### src/rtl/fir_ctrl_pkg.sv
// ---------------------------------------------------------------------------
// fir_ctrl_pkg
// Shared definitions for the 5x5 FIR coefficient control path: kernel
// geometry, the default coefficient width, the scheduler state encoding and
// a helper that flattens a (row, col) tap position into a linear tap index.
// ---------------------------------------------------------------------------
package fir_ctrl_pkg;

    localparam int KERNEL_TAPS     = 25;
    localparam int KERNEL_DIM      = 5;
    localparam int CENTER_TAP      = 12;
    localparam int DEFAULT_COEFF_W = 16;
    localparam int TAP_ADDR_W      = 5;

    typedef enum logic {
        IDLE  = 1'b0,
        ARMED = 1'b1
    } ctrl_state_t;

    // Linear tap index k = row*KERNEL_DIM + col, as used on the write port
    // and in the flattened coefficient bus.
    function automatic logic [TAP_ADDR_W-1:0] tap_index(input int unsigned row,
                                                        input int unsigned col);
        int unsigned k;
        k = row * KERNEL_DIM + col;
        return k[TAP_ADDR_W-1:0];
    endfunction

endpackage

### src/rtl/vs_edge_detect.sv
// ---------------------------------------------------------------------------
// vs_edge_detect
// Registers the vertical sync every cycle and flags the cycle in which vs
// enters its active level (frame start).
//
// Parameters:
//   VS_POL       active level of vs; frame start is the transition into it
// Ports:
//   clk          pixel clock
//   rst          synchronous active-high reset (vs_q forced inactive)
//   vs           vertical sync input
//   frame_start  high in the cycle vs is active while vs_q was inactive
// ---------------------------------------------------------------------------
module vs_edge_detect #(
    parameter logic VS_POL = 1'b1
) (
    input  logic clk,
    input  logic rst,
    input  logic vs,
    output logic frame_start
);

    logic vs_q;

    // NOTE: sequential state is always assigned with <= so every register
    // samples the pre-edge value of its inputs, independent of block order.
    always_ff @(posedge clk) begin
        if (rst) begin
            vs_q <= ~VS_POL;
        end else begin
            vs_q <= vs;
        end
    end

    // Resetting vs_q to the inactive level means a vs already active when
    // reset is released still counts as a frame start.
    assign frame_start = (vs == VS_POL) && (vs_q != VS_POL);

endmodule

### src/rtl/fir_coeff_scheduler.sv
// ---------------------------------------------------------------------------
// fir_coeff_scheduler
// Frame-synchronous coefficient controller for the 5x5 2D FIR. Host writes
// land in a shadow kernel bank; a commit arms a swap, and the next frame
// start copies shadow into the active bank that drives the filter, so the
// filter never sees a kernel change mid-frame.
//
// Optional feature macro: FIR_FRAME_CNT_EN
//   defined   -> 16-bit wrapping frame counter exposed on frame_cnt_o
//   undefined -> counter and frame_cnt_o port absent
//
// Parameters:
//   COEFF_W       signed coefficient width
//   RESET_CENTER  reset value of the centre tap (identity kernel)
//   VS_POL        active level of vs_i
// Ports:
//   clk           pixel clock
//   rst           synchronous active-high reset
//   vs_i          vertical sync
//   wr_valid      coefficient write request
//   wr_ready      write accepted when wr_valid & wr_ready (IDLE only)
//   wr_addr       tap index 0..24; larger values are dropped and flagged
//   wr_data       signed coefficient value
//   commit_i      request to apply the shadow bank at the next frame start
//   busy_o        high while a swap is armed
//   swap_o        one-cycle pulse in the first cycle of the new kernel
//   addr_err_o    one-cycle pulse after an accepted out-of-range write
//   coeff_o       active kernel, tap k at [COEFF_W*k +: COEFF_W]
//   frame_cnt_o   frames seen (FIR_FRAME_CNT_EN only)
// ---------------------------------------------------------------------------
module fir_coeff_scheduler
    import fir_ctrl_pkg::*;
#(
    parameter int                          COEFF_W      = DEFAULT_COEFF_W,
    parameter logic signed [COEFF_W-1:0]   RESET_CENTER = 16'sd256,
    parameter logic                        VS_POL       = 1'b1
) (
    input  logic                             clk,
    input  logic                             rst,
    input  logic                             vs_i,
    input  logic                             wr_valid,
    output logic                             wr_ready,
    input  logic [TAP_ADDR_W-1:0]            wr_addr,
    input  logic [COEFF_W-1:0]               wr_data,
    input  logic                             commit_i,
    output logic                             busy_o,
    output logic                             swap_o,
    output logic                             addr_err_o,
    output logic [KERNEL_TAPS*COEFF_W-1:0]   coeff_o
`ifdef FIR_FRAME_CNT_EN
    ,
    output logic [15:0]                      frame_cnt_o
`endif
);

    localparam logic [TAP_ADDR_W-1:0] LAST_TAP = TAP_ADDR_W'(KERNEL_TAPS - 1);

    ctrl_state_t                 state_q;
    ctrl_state_t                 state_d;
    logic                        frame_start;
    logic                        do_swap;
    logic                        wr_accept;
    logic                        addr_ok;
    logic                        swap_q;
    logic                        addr_err_q;
    logic signed [COEFF_W-1:0]   shadow_q [KERNEL_TAPS];
    logic signed [COEFF_W-1:0]   active_q [KERNEL_TAPS];

    // -----------------------------------------------------------------------
    // Frame-start detection
    // -----------------------------------------------------------------------
    vs_edge_detect #(
        .VS_POL (VS_POL)
    ) u_vs_edge (
        .clk         (clk),
        .rst         (rst),
        .vs          (vs_i),
        .frame_start (frame_start)
    );

    // -----------------------------------------------------------------------
    // Write handshake
    // -----------------------------------------------------------------------
    // Back-pressure while ARMED keeps the pending kernel from being torn.
    assign wr_ready  = (state_q == IDLE) && !rst;
    assign wr_accept = wr_valid && wr_ready;
    assign addr_ok   = (wr_addr <= LAST_TAP);

    // -----------------------------------------------------------------------
    // Scheduler FSM
    // -----------------------------------------------------------------------
    // NOTE: every signal written here gets a default first so no path leaves
    // it unassigned; that is what keeps this block from inferring latches.
    always_comb begin
        state_d = state_q;
        do_swap = 1'b0;
        unique case (state_q)
            IDLE: begin
                // A frame start in the arming cycle is deliberately ignored:
                // the swap waits for the next frame.
                if (commit_i) begin
                    state_d = ARMED;
                end
            end
            ARMED: begin
                // commit_i is ignored here; only the frame edge matters.
                if (frame_start) begin
                    state_d = IDLE;
                    do_swap = 1'b1;
                end
            end
        endcase
    end

    always_ff @(posedge clk) begin
        if (rst) begin
            state_q    <= IDLE;
            swap_q     <= 1'b0;
            addr_err_q <= 1'b0;
        end else begin
            state_q    <= state_d;
            swap_q     <= do_swap;
            addr_err_q <= wr_accept && !addr_ok;
        end
    end

    // -----------------------------------------------------------------------
    // Kernel banks
    // -----------------------------------------------------------------------
    // NOTE: both banks are small flop arrays, not RAM, and are reset on
    // purpose: the filter must run an identity kernel straight out of reset
    // and a reset mid-ARMED must discard whatever the host had staged.
    always_ff @(posedge clk) begin
        if (rst) begin
            for (int k = 0; k < KERNEL_TAPS; k++) begin
                shadow_q[k] <= (k == CENTER_TAP) ? RESET_CENTER : '0;
                active_q[k] <= (k == CENTER_TAP) ? RESET_CENTER : '0;
            end
        end else begin
            // Writes happen only in IDLE and swaps only leave ARMED, so the
            // two never coincide; a write in the committing cycle still lands
            // before the swap that follows it.
            if (wr_accept && addr_ok) begin
                shadow_q[wr_addr] <= wr_data;
            end
            if (do_swap) begin
                active_q <= shadow_q;
            end
        end
    end

    // -----------------------------------------------------------------------
    // Outputs
    // -----------------------------------------------------------------------
    assign busy_o     = (state_q == ARMED);
    assign swap_o     = swap_q;
    assign addr_err_o = addr_err_q;

    for (genvar r = 0; r < KERNEL_DIM; r++) begin : g_row
        for (genvar c = 0; c < KERNEL_DIM; c++) begin : g_col
            localparam int K = int'(tap_index(r, c));
            assign coeff_o[COEFF_W*K +: COEFF_W] = active_q[K];
        end
    end

`ifdef FIR_FRAME_CNT_EN
    logic [15:0] frame_cnt_q;

    // Counts every frame start regardless of state; wraps 0xFFFF -> 0.
    always_ff @(posedge clk) begin
        if (rst) begin
            frame_cnt_q <= '0;
        end else if (frame_start) begin
            frame_cnt_q <= frame_cnt_q + 16'd1;
        end
    end

    assign frame_cnt_o = frame_cnt_q;
`endif

endmodule

### config.mk
export PLATFORM = sky130hd
export DESIGN_NAME = fir_coeff_scheduler
export DESIGN_NICKNAME = d
export VERILOG_FILES = /design/src/rtl/fir_ctrl_pkg.sv /design/src/rtl/vs_edge_detect.sv /design/src/rtl/fir_coeff_scheduler.sv
export SDC_FILE = /design/constraint.sdc
export NUM_CORES = 1
export LEC_CHECK = 0
export ABC_CLOCK_PERIOD_IN_PS = 3000
export CAP_MARGIN = 15
export CORE_MARGIN = 2
export CORE_UTILIZATION = 39
export CTS_CLUSTER_SIZE = 28
export DETAILED_ROUTE_END_ITERATION = 8
export GPL_TIMING_DRIVEN = 0
export HOLD_SLACK_MARGIN = 0.06
export SLEW_MARGIN = 20
export SYNTH_ARGS = -nofsm -noshare
export SYNTH_HDL_FRONTEND = slang
export SYNTH_SLANG_ARGS = --single-unit
### constraint.sdc
create_clock -name clk -period 3 [get_ports clk]
set_input_delay 0.9 -clock clk [delete_from_list [all_inputs] [get_ports clk]]
set_output_delay 0.9 -clock clk [all_outputs]
set_load 0.02 [all_outputs]
==> key figures, run 1 <==
Outcome
  • Status: finished clean

Critical path
  • Slowest cell on crit path: dfxtp_2
  • Worst Path Buf+Inv: 3
  • Worst path top cell family by delay: buffers and inverters
  • Critical path class: reg2out
  • CP max stage delay: ~0.5 ns
  • Critical path, cell by cell: buf_4 > buf_4 > nor2_4 > dlygate4sd2_1
  • Most used cell, CP: buf_4
  • Worst Setup End Kind: output pin
  • Type of origin of the critical path: register
  • Worst EP arrival: between 2 and 2.5 ns
  • Max FO, Critical Path: 10
  • Worst EP required: 2.10 ns

Clock tree
  • CTS tree: done
  • Total CTS buffers: 83
  • CTS root buf: clkbuf_16
  • CTS Hold Bufs: 0
  • H-tree levels: 3
  • Clk slew on worst S/H paths: around 0.060 ns
  • Clk sink count: 804
  • Longest Clk Path Bufs: 3
  • Clock insertion delay at the later pin of the skew report: between 0.6 and 0.7 ns

Die
  • Die ar.: 73,400 um^2
  • DIE HEIGHT: roughly 270 um
  • Rows: 97
  • Core footprint: between 70,000 and 80,000 um^2
  • Ports: 430
  • Initial Util: 39.5%
  • Die X: 271 um

Place
  • Dpl ws: -0.990 ns
  • Gp weighted congestion: 0.880
  • Post-detail-place hpwl: 73,300 um
  • Dpl cell area: 33,100 um^2
  • PortBufs: 413
  • Placed Cells: 4,150

STA
  • Unrepaired setup endpoints after global routing: false
  • Max transition margin: 13.0%
  • Fin. max-slew vios: 0
  • Tightest Pin Transition: approximately 1.3 ns
  • Final min period: around 3.0 ns
  • Final Hold Fails: 0
  • Fmax: about 340 MHz
  • Setup-failing EPs final: 0
  • Worst Skew: 0.0125 ns
  • Crit share post-route: 99.2%
  • Setup TNS Final: 0 ns
  • Setup ws final: roughly 0.023 ns

Logic synthesis
  • Flops & latches, synth: 804
  • Distinct cells, synth: 37
  • Synth Flop Type: dfxtp_1
  • Simple-Gate Fraction of Synth Area: 9.44%
  • Async set-reset flop share out of synthesis: 0%
  • Net Count, Synth: roughly 2,800
  • Yosys warnings: 0
  • Largest family of logic cells by synthesized area: compound AO/OA/AOI/OAI gates
  • Area of the mapped netlist: 27,800 um^2
  • Synth Area in Adders: 0%
  • Mapped Cells: 2,797
  • Mapped Avg Cell Area: 9.93 um^2
  • Post-synth EDFFs: 0
  • Post-synthesis xor/xnor area fraction: 0%
  • Mux share of post-synthesis cell area: 0.626%
  • Seq/Total Area, Yosys: 57.9%
  • Compound-Gate Fraction of Synth Area: 26.4%

Drt
  • Final WL: 104,000 um
  • Via count: 24,676
  • Drt first pass iters: 6
  • DRC errors left: 0
  • Via-to-Cell Ratio: 5.74
  • Post-DRT Antenna Nets: 0
  • DRT iter0 DRCs: 2,170
  • Avg WL per Cell: 24.2 um

GRT
  • Largest net degree at the start of global routing: 16
  • Vias in the first global route: 23,637
  • First-pass GRT wire length: 151,000 um
  • Total grt overflow: 0
  • Gr usage total: between 20% and 30%
  • Initial antenna violation count: 3

Power and ir drop
  • Leakage: 12.6 nW
  • Clk network pwr share: between 40% and 50%
  • Cell Pwr Density: 636 nW/um^2
  • Switching share of total power: 22.4%
  • Internal Power: 0.0179 W
  • NetSw: 0.00516 W
  • Combinational group share of total power: about 4.4%
  • VDD IR-drop max: 0.000389 V
  • Sequential power share: 46.5%

Finish
  • Most frequent cells in the layout: dfxtp_1 (803), clkdlybuf4s50_1 (411), a22o_1 (399), nand3_1 (383), a21oi_1 (383)
  • Non-filler cells, final: 4,299
  • Area growth from synthesis to layout: 30.3%
  • Commonest non-fill, non-tap cell in the layout: dfxtp_1
  • Antenna cells: 0
  • Final instance area: about 36,000 um^2
  • Final Net Count: between 3,000 and 4,000
  • Layout cell share with drive strength beyond 1: 9.32%

Hold path
  • Hold/Removal Path Class: reg2reg

Flow run
  • MaxCap Viol Count: 0
-- registers in the layout (all words and copies together) (netlist names) --
signal          flops
swap_o              1
coeff_o           400
u_vs_edge.vs_q      1
addr_err_o          1
busy_o              1
shadow_q          400
-- worst paths after layout --
check / startpoint / endpoint / slack [ns] / cells past startpoint
max: busy_o / wr_ready / 0.02 / 4
min reg2reg: shadow_q[236] / coeff_o[172] / 0.46 / 1
max reg2reg: busy_o / coeff_o[290] / 0.41 / 6
min: shadow_q[236] / coeff_o[172] / 0.46 / 1
-- cell families after synthesis --
family / Yosys count
muxes: 16
and+or+nand+nor: 455
buffers and inverters: 355
AOI/OAI and AO/OA: 1167
DFF: 804
-- layout make-up --
cell class	instances	area [um^2]
multi-input combinational	1638	10200
fill	6306	34100
buffer	352	1550
tap	940	1180
clock inverter	25	444
sequential	804	16100
timing repair buffer	416	4150
clock buffer	123	2580
inverter	1	3.75
-- timing repair --
| item | CTS | global route |
|---|---|---|
| gates resized for setup | 9 | 15 |
| pin swaps | 1 | 0 |
| buffers inserted | 2 | 1 |
| endpoints found under the setup margin | 87 | 62 |
-- layer usage --
metal,vias to the layer above,global-route usage (%),share of wire [%]
li1,11275,-,-
met1,12080,35.3,42
met2,1107,44.0,46
met3,210,5.29,7.9
met4,4,11.1,3.8
met5,-,0,0.022
-- stage by stage --
step / total power, W / hold slack, ns / util [%]
after CTS: 0.0231 / 0.454 / 51.4
after global routing: 0.0236 / 0.465 / 51.5
after detailed placement: 0.0119 / 0.446 / 47.1
after global placement: 0.0119 / 0.442 / 47.1
final: 0.0230 / 0.459 / 51.5
after floorplan: 0.0115 / 0.425 / -
-- power groups by stage --
stage | sequential [W] | clock, W | combinational [W]
floorplan | 0.0109 | 0 | 0.000548
global route | 0.0107 | 0.0118 | 0.00106
global placement | 0.0110 | 0 | 0.000956
finish | 0.0107 | 0.0113 | 0.00101
CTS | 0.0107 | 0.0114 | 0.000981
detailed placement | 0.0110 | 0 | 0.000977
-- cells in the mapped netlist (6+ instances only) --
cell       instances  area [um^2]
o21ai_0          341         1710
nand4bb_1          6         67.6
nand2b_1          11         68.8
buf_1             14         52.6
mux2_2             6         67.6
clkbuf_2          10         50.1
buf_4             10         75.1
buf_2            117          586
nor2b_1           13         81.3
clkbuf_1         201          754
dfxtp_1          804        16100
o21ai_1           42          210
a21oi_1          383         1920
a22o_1           399         3490
nand3_1          383         1920
nor2_1             7         26.3
(Power assumes the default switching activity.)
==> run 2: changes to the inputs <==
--- a/config.mk
+++ b/config.mk
@@ -13,6 +13,8 @@
 export DETAILED_ROUTE_END_ITERATION = 8
 export GPL_TIMING_DRIVEN = 0
 export HOLD_SLACK_MARGIN = 0.06
+export REMOVE_ABC_BUFFERS = 1
+export SKIP_LAST_GASP = 1
 export SLEW_MARGIN = 20
 export SYNTH_ARGS = -nofsm -noshare
 export SYNTH_HDL_FRONTEND = slang
==> run 2 against run 1 <==
Non-clock buffer count is 223 lower; maximum frequency is 0.47% higher; worst hold slack worse by 0.019 ns; first-iteration DRC count shrank 3.0%; combinational power grew 12%; core utilization rose by 0.68 points; global-route usage fell by 2.6 points; sequential cell count unchanged; critical endpoint unchanged.
==> key figures, run 2 (same netlist as run 1, synthesis figures left out) <==
Outcome
  • Status: finished clean (unchanged)

GRT
  • Total grt overflow: 0 (unchanged)
  • First-pass GRT wire length: 142,000 um (was 151,000 um)
  • Initial antenna violation count: 4 (was 3)
  • Vias in the first global route: 23,018 (was 23,637)
  • Largest net degree at the start of global routing: 117 (was 16)
  • Gr usage total: 24.5% (was 27.1%)

STA
  • Max transition margin: 28.8% (was 13.0%)
  • Setup TNS Final: 0 ns (unchanged)
  • Unrepaired setup endpoints after global routing: true (was false)
  • Final Hold Fails: 0 (unchanged)
  • Setup-failing EPs final: 0 (unchanged)
  • Fin. max-slew vios: 0 (unchanged)
  • Worst Skew: 0.0239 ns (was 0.0125 ns)
  • Crit share post-route: 98.8% (was 99.2%)
  • Tightest Pin Transition: 1.07 ns (was 1.30 ns)
  • Final min period: 2.96 ns (was 2.98 ns)
  • Fmax: 337 MHz (was 336 MHz)

Critical path
  • Reg2Reg Capture Point: coeff_o[231] (was coeff_o[290])
  • Worst path top cell family by delay: buffers and inverters (unchanged)
  • Worst Setup End Kind: output pin (unchanged)
  • FF-to-FF setup slack: 0.35 ns (was 0.41 ns)
  • Critical path, cell by cell: buf_16 > buf_16 > buf_16 > nor2_1 > clkdlybuf4s15_1 (was buf_4 > buf_4 > nor2_4 > dlygate4sd2_1)
  • Worst Path Buf+Inv: 4 (was 3)
  • Type of origin of the critical path: input pin (was register)
  • Worst EP required: 2.10 ns (about the same)
  • Worst EP arrival: 2.06 ns (was 2.08 ns)
  • CP max stage delay: 0.36 ns (was 0.50 ns)
  • Most used cell, CP: buf_16 (was buf_4)
  • Max FO, Critical Path: 50 (was 10)
  • RR Startpoint: busy_o (unchanged)
  • R2R depth: 9 (was 6)
  • Critical path class: in2out (was reg2out)
  • Slowest cell on crit path: clkdlybuf4s15_1 (was dfxtp_2)

Clock tree
  • CTS Hold Bufs: 0 (unchanged)
  • CTS tree: done (unchanged)
  • CTS root buf: clkbuf_16 (unchanged)
  • Clk slew on worst S/H paths: 0.06 ns (about the same)
  • Longest Clk Path Bufs: 3 (unchanged)
  • Clk sink count: 804 (unchanged)
  • Clock insertion delay at the later pin of the skew report: 0.64 ns (was 0.63 ns)
  • Total CTS buffers: 84 (was 83)
  • H-tree levels: 3 (unchanged)

Finish
  • Commonest non-fill, non-tap cell in the layout: dfxtp_1 (unchanged)
  • Area growth from synthesis to layout: 32.0% (was 30.3%)
  • Final Net Count: 3,101 (was 3,322)
  • Final core utilization: 52.2% (was 51.5%)
  • Sequential cell area: 16,100 um^2 (about the same)
  • Multi-input gate area: 10,300 um^2 (was 10,200 um^2)
  • Non-filler cells, final: 4,086 (was 4,299)
  • Most frequent cells in the layout: dfxtp_1 (803), clkdlybuf4s50_1 (406), a22o_1 (399), nand3_1 (383), a21oi_1 (383) (was dfxtp_1 (803), clkdlybuf4s50_1 (411), a22o_1 (399), nand3_1 (383), a21oi_1 (383))
  • Fillers: 6,066 (was 6,306)
  • Layout cell share with drive strength beyond 1: 9.96% (was 9.32%)

Hold path
  • Hold/Removal Path Class: reg2reg (unchanged)
  • Hold Path Depth: 1 (unchanged)
  • Hold EP: coeff_o[346] (was coeff_o[172])
  • Hold_sp: shadow_q[58] (was shadow_q[236])

Drt
  • DRC errors left: 0 (unchanged)
  • Final WL: 93,600 um (was 104,000 um)
  • Via-to-Cell Ratio: 5.75 (was 5.74)
  • Via count: 23,512 (was 24,676)
  • DRT iter0 DRCs: 2,105 (was 2,170)
  • Post-DRT Antenna Nets: 0 (unchanged)
  • Avg WL per Cell: 22.9 um (was 24.2 um)
  • Drt first pass iters: 8 (was 6)

Power and ir drop
  • Cell Pwr Density: 607 nW/um^2 (was 636 nW/um^2)
  • Leakage: 12.7 nW (was 12.6 nW)
  • VDD IR-drop max: 0.000431 V (was 0.000389 V)

Place
  • Gp weighted congestion: 0.750 (was 0.880)
  • PortBufs: 429 (was 413)
  • Post-detail-place hpwl: 59,800 um (was 73,300 um)
  • Placed Cells: 3,912 (was 4,150)

Flow run
  • MaxCap Viol Count: 0 (unchanged)

Die
  • Ports: 430 (unchanged)
  • Initial Util: 39.5% (unchanged)
  • Rows: 97 (unchanged)
  • Die X: 271 um (unchanged)
  • Die ar.: 73,400 um^2 (unchanged)
  • Core footprint: 70,300 um^2 (unchanged)
  • DIE HEIGHT: 271 um (unchanged)
[run 2: changes by cell type in the layout (fill, tap and decap cells not counted), sizes merged]
cell,delta
dlygate4sd2,-1
bufinv,-7
clkinvlp,-1
clkinv,+16
clkdlybuf4s50,-5
clkdlybuf4s15,+1
buf,-9
diode,+4
nor2,+1
bufbuf,+4
clkbuf,-216
[run 2: layout make-up]
type / instances / area share [%]
timing repair buffer: 545 / 17.1
tap: 940 / 3.21
multi-input combinational: 1639 / 28.2
clock inverter: 33 / 0.958
antenna: 4 / 0.0273
clock buffer: 120 / 6.57
sequential: 804 / 43.9
inverter: 1 / 0.0102
[run 2: how the worst max path moves through the flow]
stage | from | end | slack [ns] | cells after the start
floorplan | rst | coeff_o[0] | -12.35 | 2
global placement | rst | coeff_o[147] | -83.43 | 3
detailed placement | rst | coeff_o[231] | -1.10 | 11
CTS | rst | wr_ready | -0.13 | 5
global route | rst | wr_ready | -0.02 | 5
finish | rst | wr_ready | 0.04 | 5
[run 2: routing by layer]
metal  GRT usage, %  share of wire (%)  vias up  wire [um]
li1               -                  -    10839          -
met4           9.00                3.2        2       3010
met3           6.13                8.3      180       7800
met2           39.8                 47      915      43700
met5              0              0.012        -         11
met1           31.5                 42    11576      39100
[run 2: power breakdown]
group / total, W / leakage (nW) / switching [W] / internal (W)
clock: 0.0104 / 1.35 / 0.00437 / 0.00604
combinational: 0.00113 / 4.88 / 0.000799 / 0.000332
sequential: 0.0107 / 6.47 / 0.0000236 / 0.0107
total: 0.0223 / 12.7 / 0.00520 / 0.0171
[run 2: repair_timing]
action                     CTS  global route
pin swaps                    3             1
setup endpoints to repair  154            32
gates resized for setup      4             1
setup buffers                7             3
gates cloned                 5             2
[run 2: through the flow]
stage	hold WS [ns]	total power [W]	setup slack, ns	instance area [um^2]
final	0.441	0.0223	0.0365	36700
after global routing	0.452	0.0229	-0.0186	36700
after CTS	0.446	0.0224	-0.133	36600
after detailed placement	0.444	0.0120	-1.10	33600
after global placement	0.442	0.0118	-83.43	31700
after floorplan	0.425	0.0112	-12.35	26200
==> variant: new RTL, settings of run 2 <==
Remove the register `addr_err_q`: a continuous assignment takes its place, so the output `addr_err_o` follows one clock earlier.
--- a/src/rtl/fir_coeff_scheduler.sv
+++ b/src/rtl/fir_coeff_scheduler.sv
@@ -118,3 +118,2 @@
             swap_q     <= 1'b0;
-            addr_err_q <= 1'b0;
         end else begin
@@ -122,5 +121,6 @@
             swap_q     <= do_swap;
-            addr_err_q <= wr_accept && !addr_ok;
         end
     end
+
+    assign addr_err_q = wr_accept && !addr_ok;
 
Check against the original RTL: not equivalent (Yosys sat finds a counterexample within 4 cycles, from zero or initial values and one cycle with rst high).
==> variant against run 2 <==
Sequential cell count shrank 1. Utilization shrank 0.73 points. Via count is essentially flat. Setup slack gained 20 ps. Synthesized cell count shrank 0.89%. Cell area is essentially flat. Power grew 2.4%. Synthesized area grew 0.75%. Critical path type unchanged. Sequential share of layout area is essentially flat. Clock skew grew 2.4 ps. Wire length grew 0.98%. Maximum frequency grew 0.70%.
==> variant: results <==
timing:
  skew_ps: 26.26
  worst_pin_slew_ps: 1108
power_and_ir_drop:
  p_clk_mw: 11.0
  power.static_leakage_nw: 12.85
  vdd_ir_drop_max_mv: 0.3641
  switchingPower_mw: 5.174
placement:
  dp_hpwl_um: 60900
  placed_area_sq_mm: 0.03365
routing:
  route.met3.wl_um: 6510
  viasPerCell: 5.799
  drtIter0Drc: 2045
  met2_length_um: 44430
  dr.pass1.iters: 6
  routed.top_layer: "met4"
  wl_per_cell_um: 23.29
logic_synthesis:
  synth.distinct_cells: 40
  synth_area_leaders: "dfxtp_1 57%, a22o_1 12%, a21oi_1 6.6%"
  seq_area_frac_synth: 0.5744
  synthTopCellsByCount: "803 x dfxtp_1, 399 x a22o_1, 367 x a21oi_1, 367 x nand3_1, 326 x o21ai_0"
layout:
  fillerInstances: 6244
  area.sequential_sq_mm: 0.01608
  layout.nets: 3069
  multi_input_area_sq_mm: 0.01044
  n_all_buffers: 518
  comb.multi_input.count: 1637
  diodes: 0
  buf_share: 0.1644
  final_area_sq_mm: 0.03667
grt:
  met1_usage: 0.3141
  met3_usage: 0.05087
  antenna_found_initial: 0
  track_usage: 0.2467
  grt_pass1_vias: 22710
  grt_pass1_wl_um: 142400
setup_path:
  reg2reg_slack_ps: 310
  cp.arrival_ps: 2040
  r2r_cells: 8
  slowest_delay_ps: 640
  cp_slowest_cell: "buf_2"
  r2r_end: "coeff_o[221]"
  path_max_fanout: 27
cts:
  clock_sinks: 803
  cts_made_buffers: 82
die:
  die_width_um: 271.9
hold_path:
  whs_endpoint: "coeff_o[20]"
status:
  outcome: "completed"
variant: cell types whose count changed in the layout (fill, tap and decap cells not counted), sizes merged, moves of 11 or more:
| cell | change |
|---|---|
| mux2i | +27 |
| buf | -26 |
| nand2b | +38 |
| o21ai | -16 |
| nor2b | -11 |
| a21oi | -16 |
| mux2 | -11 |
| nand3 | -16 |
variant: through the flow:
stage	setup TNS [ps]	setup WS [ps]	hold slack (ps)	cells	power, mW
global route	0	2.247	465.1	4058	23.46
global placement	-	-87210	441.8	3820	11.82
finish	0	57.05	441.2	4058	22.81
CTS	-168.0	-168.0	442.6	4058	22.99
detailed placement	-271700	-1016	444.0	3907	12.04
floorplan	-4983590	-11660	424.8	2441	11.24
variant: how the worst max path moves through the flow:
stage,startpoint,to
after global placement,rst,swap_o
after global routing,vs_i,coeff_o[145]
after CTS,wr_addr[1],addr_err_o
after floorplan,vs_i,swap_o
after detailed placement,wr_valid,shadow_q[340]
final,wr_addr[3],addr_err_o
